[config.mk]
export PLATFORM = sky130hd
export DESIGN_NAME = gpu_tile_row_fetcher
export DESIGN_NICKNAME = d
export VERILOG_FILES = /design/src/rtl/gpu_tile_row_fetcher.sv
export SDC_FILE = /design/constraint.sdc
export NUM_CORES = 1
export LEC_CHECK = 0
export CORE_AREA = 2 2 71 79
export CTS_CLUSTER_SIZE = 24
export DETAILED_ROUTE_END_ITERATION = 10
export DIE_AREA = 0 0 73 81
export PLACE_DENSITY = 0.71
export SYNTH_ARGS = -nofsm -noshare
export SYNTH_HDL_FRONTEND = slang
export SYNTH_SLANG_ARGS = --single-unit
[constraint.sdc]
create_clock -name clk -period 2.1 [get_ports clk]
set_clock_uncertainty 0.05 [all_clocks]
set_input_delay 0.21 -clock clk [delete_from_list [all_inputs] [get_ports clk]]
set_output_delay 0.21 -clock clk [all_outputs]
set_load 0.01 [all_outputs]
[src/rtl/gpu_tile_row_fetcher.sv]
// -----------------------------------------------------------------------------
// gpu_tile_row_fetcher
//
// Background tile-row fetcher. A request names a nametable entry (tile index)
// and a pixel row inside that tile. The block reads the nametable entry from
// VRAM, then reads one pattern byte per bitplane for the addressed row. It
// applies vertical flip by remapping the row and horizontal flip by
// bit-reversing each byte. The plane bytes are then held on a valid/ready
// output until the consumer takes them.
//
// Only one VRAM read is ever outstanding. Each read is a one-cycle strobe
// followed by MemLatency wait cycles, and the data is captured in the last
// wait cycle.
//
// Ports
//   clk              GPU clock, rising edge
//   rst_n            asynchronous active-low reset
//   req_valid        request present
//   req_ready        high only while idle
//   req_tile_idx     nametable entry index
//   req_row          pixel row within the tile, before flip
//   vram_rd_en       one-cycle VRAM read strobe
//   vram_addr        read address, meaningful while vram_rd_en is high
//   vram_rd_data     read data, valid MemLatency cycles after the strobe
//   out_valid        fetched row available
//   out_ready        consumer accepts the row
//   out_planes       plane p in bits [8p+7:8p]; bit 7 is the leftmost pixel
//   out_colorselect  colorselect bit from the nametable entry
// -----------------------------------------------------------------------------
module gpu_tile_row_fetcher #(
    parameter int          NumPlanes  = 2,
    parameter int          TileRows   = 8,
    parameter int          MemLatency = 1,
    parameter logic [11:0] NtblBase   = 12'h800,
    parameter logic [11:0] PmbBase    = 12'h000
) (
    input  logic                          clk,
    input  logic                          rst_n,
    input  logic                          req_valid,
    output logic                          req_ready,
    input  logic [9:0]                    req_tile_idx,
    input  logic [$clog2(TileRows)-1:0]   req_row,
    output logic                          vram_rd_en,
    output logic [11:0]                   vram_addr,
    input  logic [7:0]                    vram_rd_data,
    output logic                          out_valid,
    input  logic                          out_ready,
    output logic [8*NumPlanes-1:0]        out_planes,
    output logic                          out_colorselect
);

    localparam int RowW = $clog2(TileRows);

    localparam logic [2:0] IDLE     = 3'd0;
    localparam logic [2:0] NT_ISSUE = 3'd1;
    localparam logic [2:0] NT_WAIT  = 3'd2;
    localparam logic [2:0] PT_ISSUE = 3'd3;
    localparam logic [2:0] PT_WAIT  = 3'd4;
    localparam logic [2:0] OUT      = 3'd5;

    localparam logic [1:0]      WaitLast    = 2'(MemLatency - 1);
    localparam logic [1:0]      LastPlane   = 2'(NumPlanes - 1);
    localparam logic [RowW-1:0] RowMax      = RowW'(TileRows - 1);
    localparam logic [11:0]     PlaneStride = 12'(TileRows);
    localparam logic [11:0]     TileStride  = 12'(TileRows * NumPlanes);

    logic [2:0]             state;
    logic [9:0]             tile_idx;
    logic [RowW-1:0]        row;
    logic [1:0]             wait_cnt;
    logic [1:0]             plane_idx;
    logic                   colorselect;
    logic                   hflip;
    logic                   vflip;
    logic [4:0]             pmba;
    logic [8*NumPlanes-1:0] planes;

    logic [RowW-1:0]        row_eff;
    logic [11:0]            nt_addr;
    logic [11:0]            pt_addr;
    logic                   wait_done;

    function automatic logic [7:0] bit_reverse(input logic [7:0] d);
        logic [7:0] r;
        for (int i = 0; i < 8; i++) begin
            r[i] = d[7-i];
        end
        return r;
    endfunction

    // The flip bits are already latched by the time any pattern read is
    // issued, so the row remap can be purely combinational.
    assign row_eff   = vflip ? (RowMax - row) : row;
    assign nt_addr   = NtblBase + {2'b00, tile_idx};
    assign pt_addr   = PmbBase
                     + ({7'b0, pmba} * TileStride)
                     + ({10'b0, plane_idx} * PlaneStride)
                     + {{(12 - RowW){1'b0}}, row_eff};
    assign wait_done = (wait_cnt == WaitLast);

    always_ff @(posedge clk or negedge rst_n) begin
        if (!rst_n) begin
            state       <= IDLE;
            tile_idx    <= '0;
            row         <= '0;
            wait_cnt    <= '0;
            plane_idx   <= '0;
            colorselect <= 1'b0;
            hflip       <= 1'b0;
            vflip       <= 1'b0;
            pmba        <= '0;
            planes      <= '0;
        end else begin
            case (state)
                IDLE: begin
                    if (req_valid) begin
                        tile_idx <= req_tile_idx;
                        row      <= req_row;
                        state    <= NT_ISSUE;
                    end
                end
                NT_ISSUE: begin
                    wait_cnt <= '0;
                    state    <= NT_WAIT;
                end
                NT_WAIT: begin
                    if (wait_done) begin
                        {colorselect, hflip, vflip, pmba} <= vram_rd_data;
                        plane_idx <= '0;
                        state     <= PT_ISSUE;
                    end else begin
                        wait_cnt <= wait_cnt + 2'd1;
                    end
                end
                PT_ISSUE: begin
                    wait_cnt <= '0;
                    state    <= PT_WAIT;
                end
                PT_WAIT: begin
                    if (wait_done) begin
                        // Constant-index loop keeps every plane select in range
                        // regardless of NumPlanes.
                        for (int p = 0; p < NumPlanes; p++) begin
                            if (plane_idx == 2'(p)) begin
                                planes[8*p +: 8] <= hflip ? bit_reverse(vram_rd_data)
                                                          : vram_rd_data;
                            end
                        end
                        if (plane_idx == LastPlane) begin
                            state <= OUT;
                        end else begin
                            plane_idx <= plane_idx + 2'd1;
                            state     <= PT_ISSUE;
                        end
                    end else begin
                        wait_cnt <= wait_cnt + 2'd1;
                    end
                end
                OUT: begin
                    if (out_ready) begin
                        state <= IDLE;
                    end
                end
                default: begin
                    state <= IDLE;
                end
            endcase
        end
    end

    // Strobe and address are decoded from state so that they drop to zero
    // the instant reset asserts.
    always_comb begin
        vram_rd_en = 1'b0;
        vram_addr  = '0;
        case (state)
            NT_ISSUE: begin
                vram_rd_en = 1'b1;
                vram_addr  = nt_addr;
            end
            PT_ISSUE: begin
                vram_rd_en = 1'b1;
                vram_addr  = pt_addr;
            end
            default: begin
                vram_rd_en = 1'b0;
                vram_addr  = '0;
            end
        endcase
    end

    assign req_ready       = (state == IDLE);
    assign out_valid       = (state == OUT);
    assign out_planes      = planes;
    assign out_colorselect = colorselect;

endmodule

* Word-level counts from Yosys, hierarchy flattened
Index checks and enable logic that the tools add are counted.
** Storage, ports and cells
- Bits in registers :: 44
- Bits in latches :: 0
- Bits in writable memories :: 0
- ROM bits :: 0
- Bits of input ports :: 25
- Output and inout bits :: 32
- Memories :: 0
** Cells by class
- Add/subtract/negate cells :: 6
- Multiply operators :: 0
- Divide/modulo/power cells :: 0
- $lt $le $gt $ge :: 0
- Equal/unequal tests :: 12
- Shift-type cells :: 0
- Mux-type cells :: 16
- Bitwise logic cells :: 0
- Reductions and logical operators :: 14
** Operators by type and width (number)
- $pmux 12 s2 :: 1
- $mux 3 :: 6
- $pmux 3 s6 :: 1
- $add 12x10->12 const A :: 1
- $add 10x3->11 :: 1
- $add 9x5->10 :: 1
- $ne 2x2->1 const B :: 5
- $mux 2 :: 4
- $mux 8 :: 1
- $pmux 2 s2 :: 2
- $reduce_and 4->1 :: 2
- $eq 3x2->1 const B :: 2
- $eq 3x3->1 const B :: 2
- $reduce_and 2->1 :: 3
- $reduce_and 3->1 :: 2
- $add 2x1->2 const B :: 2
- $logic_not 2->1 :: 2
- $reduce_bool 2->1 :: 2
- $reduce_or 2->1 :: 2
- $eq 3x1->1 const B :: 1
- $logic_not 3->1 :: 1
- $sub 3x3->3 const A :: 1
- $eq 2x1->1 const B :: 1
- $ne 2x1->1 const B :: 1
- $mux 1 :: 1

* Longest topological paths before layout
- Depth after elaboration :: 4
- Mapped depth :: 6

* Least setup slack after synthesis
No wires, ideal clock.
- Path type :: register -> register
- From :: register wait_cnt[0]
- To :: register hflip
- Data arrival time :: 1521 ps
- Slack :: 401 ps
- Stages on the path, launching flop included :: 7
- Buffers on the path :: 1
- Cells stage by stage :: dfrtp_1 inv_1 ha_1 nor2b_2 and2_1 buf_4 mux2_1
** On the way
- Cells in the longest elaborated chain, start to end :: 2
** Ends and longest elaborated chain
- from (decl) :: line 70 : logic [1:0] wait_cnt;
- from (signal assigned) :: line 132 : wait_cnt <= wait_cnt + 2'd1;
- from (signal assigned) :: line 156 : wait_cnt <= wait_cnt + 2'd1;
- $logic_not 2->1 :: line 99 : assign wait_done = (wait_cnt == WaitLast);
- $reduce_and 2->1 (no source line)
- to (signal assigned) :: line 128 : {colorselect, hflip, vflip, pmba} <= vram_rd_data;
- to (decl) :: line 73 : logic hflip;
Every way passes these cells.
A chain may end at the register's enable or synchronous reset.

* Worst setup path after layout
- From :: register state[1]
- To :: output port vram_addr[1]
** On the way
- Cells in the longest elaborated chain, start to end :: 2
- Elaborated cells between the ends (all ways) :: 3
- Classes of those cells :: eq/ne (2); mux (1)
** Ends and longest elaborated chain
- from (decl) :: line 67 : logic [2:0] state;
- from (signal assigned) :: line 103 : state <= IDLE;
- from (signal assigned) :: line 119 : state <= NT_ISSUE;
- from (signal assigned) :: line 124 : state <= NT_WAIT;
- $eq 3x2->1 / $eq 3x1->1 (equally long branches) :: line 176 : case (state)
- $pmux 12 s2 (*) :: line 176
- to (decl) :: line 44 : output logic [11:0] vram_addr,
Every way passes the cells marked *; elsewhere a longest branch is shown, timed or not.

==> summary.md <==
| Metric | Value |
|---|---|
| RSZ-0062 raised after global routing | `false` |
| Syn nets | `approximately 210` |
| Number of global-route vias before repair | `between 1500 and 2000` |
| Worst-path fanout max | `19` |
| Initial antenna violation count | `0` |
| CTS Sinks | `44` |
| MaxCap Viol Count | `0` |
| Dpl cells | `292` |
| Starting DRT DRC Count | `73` |
| Slowest stage delay, CP | `0.57 ns` |
| Multi-input gate area | `0.00106 sq mm` |
| Ys Warns | `0` |
| Via Count | `about 1500` |
| I/O Buffers | `55` |
| TritonCTS clock tree | `yes` |
| Final hold slack | `a little over 0.3 ns` |
| Total CTS buffers | `5` |
| Fraction of the cycle the final worst path needs | `between 90% and 100%` |
| Share of the synthesized area in the top cell type | `~50%` |
| Synth top cells by count | `dfrtp_1 (44), mux2_1 (23), mux2_2 (22)` |
| Static leakage | `1.24 nW` |
| Post-synthesis sequential area ratio | `49.2%` |
| Clk root buf | `clkbuf_8` |
| Area grow syn2layout | `33.6%` |
| Worst-Skew Late Latency | `around 0.29 ns` |
| Mapped Area | `between 0.002 and 0.0025 sq mm` |
| Finish-stage setup viols | `0` |
| Initial core utilization | `between 40% and 50%` |
| PwrDens | `around 1500 mW/mm^2` |
| First-pass GRT wire length | `7290 um` |
| Top cells by area, synth | `dfrtp_1 (49%), mux2_1 (12%), mux2_2 (11%)` |
| CTS max path bufs | `2` |
| ANT cells | `0` |
| Layout fillers | `roughly 450` |
| FF+latch area | `around 0.0011 sq mm` |
| Crit path time final | `between 1.5 and 2 ns` |
| Worst hold path class | `input port to async pin` |
| Antenna-violating nets left | `0` |
| Cells after Synth | `around 180` |
| Post-synth top flop | `dfrtp_1` |
| Routed vias/inst | `~5` |
| Dpl hpwl | `3300 um` |
| Share of layout cells above drive strength 1 | `around a fifth` |
| Final Util | `about 57%` |
| Core Region | `~0.0052 sq mm` |
| All-Layer GR Usage | `16.2%` |
| Final estimated routing congestion in global placement | `about 0.73` |
| Drt pass-1 iters | `4` |
| Largest area contributor in the netlist | `dfrtp_1` |
| CP delay by family, top | `buffers and inverters` |
| Largest net degree at the start of global routing | `29` |
| CTS H-tree depth | `2` |
| Synth Register Bits | `44` |
| Arrival @ worst endpoint | `1.72 ns` |
| Netlist cell types | `40` |
| Maximum clock frequency | `504 MHz` |
| Syn Area/Cell | `12.6 sq um` |
| CP Capture Type | `output pin` |
| Worst setup SP type | `flop` |
| Outcome | `finished, final reports clean` |
| Clock-pin slew on the worst setup and hold paths | `0.09 ns` |
| Die height | `between 80 and 90 um` |
| Critical path's slowest cell | `clkdlybuf4s50_1` |
| Crit path required time | `around 1.8 ns` |
| DRT Wirelength | `4390 um` |
| GRT overflow | `0` |
| Num ports | `57` |
| CP Class | `flop to output pin` |
| Post-synth ARST share | `100%` |
| Final TNS setup | `0 ns` |
| Peak VDD IR | `0.776 mV` |
| Top-count cell post-synth | `dfrtp_1` |
| Post-CTS Setup Bufs | `0` |
| Final #Nets | `270` |
| Die W | `73 um` |
| Non-filler cells, final | `301` |
| Hold Violations, Final | `0` |
| Critical path cell sequence | `buf_4, nor2_1, a211oi_1, clkdlybuf4s50_1` |
| Crit path buf inv count | `2` |
| DR DRC count | `0` |
| Number of synthesized flops with an enable pin | `0` |
| Slew Viols, Final | `0` |
| Die Area | `a little under 0.006 sq mm` |
| Rows | `28` |
| DR WL/cell | `14.6 um` |
-- cells by family (layout without fill, tap and decap cells) --
group	after synthesis	count (layout)	share of synthesized area, %
AND/OR/NAND/NOR	35	35	10.6
XOR/XNOR	7	7	2.74
adder cells (fa/ha/maj)	5	5	2.80
other	1	1	0.168
buffers and inverters	16	80	3.75
AO/OA/AOI/OAI	20	20	6.26
flip-flops	44	44	49.2
multiplexers	49	49	24.4
-- layout by cell type (no fill, tap or decap), types with 2 or more instances in the layout --
cell type         n
o2bb2ai_1         2
nand3_4           2
nor2_1           11
mux2_1           23
mux2i_1           4
inv_1             6
xnor2_1           6
buf_4            10
a211oi_1          6
a21oi_1           2
o21ai_0           3
clkbuf_8          5
nor2b_1           4
ha_1              5
dlygate4sd2_1     2
nand2b_1          2
dfrtp_1          44
clkdlybuf4s50_1  49
clkbuf_2          3
o22ai_1           2
nor3_1            2
mux2_2           22
-- power breakdown --
part           switching [mW]  internal, mW  total (mW)
clock network           0.300         0.358       0.659
registers               0.258          1.26        1.52
logic                    1.01          1.30        2.31
-- registers in the layout (all words and copies together) (netlist names) --
signal	flops
out_planes	16
out_colorselect	1
vflip	1
wait_cnt	2
hflip	1
pmba	5
tile_idx	10
state	3
plane_idx	2
row	3
-- per-stage QoR --
stage | setup slack, ns | power, mW | cell area (sq um)
3_3_place_gp | 0.0725 | 3.88 | 2870
4_1_cts | 0.0233 | 4.55 | 2990
5_1_grt | 0.00151 | 4.82 | 2990
6_report | 0.115 | 4.49 | 2990
2_1_floorplan | 0.401 | 2.91 | 2240
3_5_place_dp | 0.0647 | 3.91 | 2870
-- final cells by class --
class / instances / share of cell area, %
tap: 60 / 2.51
clock inverter: 3 / 1.55
timing repair buffer: 66 / 20.5
clock buffer: 5 / 2.30
inverter: 6 / 0.753
sequential: 44 / 36.8
multi-input combinational: 117 / 35.5
-- worst register-to-register path, cell delays in order, from the launching register on --
cell     delay [ns]
dfrtp_1        0.40
inv_1          0.08
ha_1           0.17
nor2b_2        0.33
and2_1         0.18
buf_4          0.17
mux2_1         0.33
-- final timing paths --
kind | from | end | cells past startpoint | slack (ns)
setup / recovery | state[1] | vram_addr[1] | 4 | 0.12
hold / removal | rst_n | out_planes[8] | 2 | 0.31
setup reg to reg | wait_cnt[0] | vflip | 6 | 0.27
hold reg to reg | tile_idx[6] | tile_idx[6] | 1 | 0.44
max in group asynchronous | rst_n | row[2] | 3 | 1.00
min in group clk | tile_idx[6] | tile_idx[6] | 1 | 0.44
-- layer usage --
layer  up-vias  wire length [um]  track usage (%)
li1        751                 -                -
met2        47              2110             26.1
met1       744              1960             20.7
met4         0                48             5.56
met5         -                 0                0
met3         5               271             4.71
-- repair_timing --
action | 4_1_cts | 5_1_grt
gates cloned | 0 | 0
endpoints found under the setup margin | 8 | 4
gates resized for setup | 6 | 9
hold buffers | 1 | 0
hold endpoints to repair | 16 | 0
(Power assumes the default switching activity.)
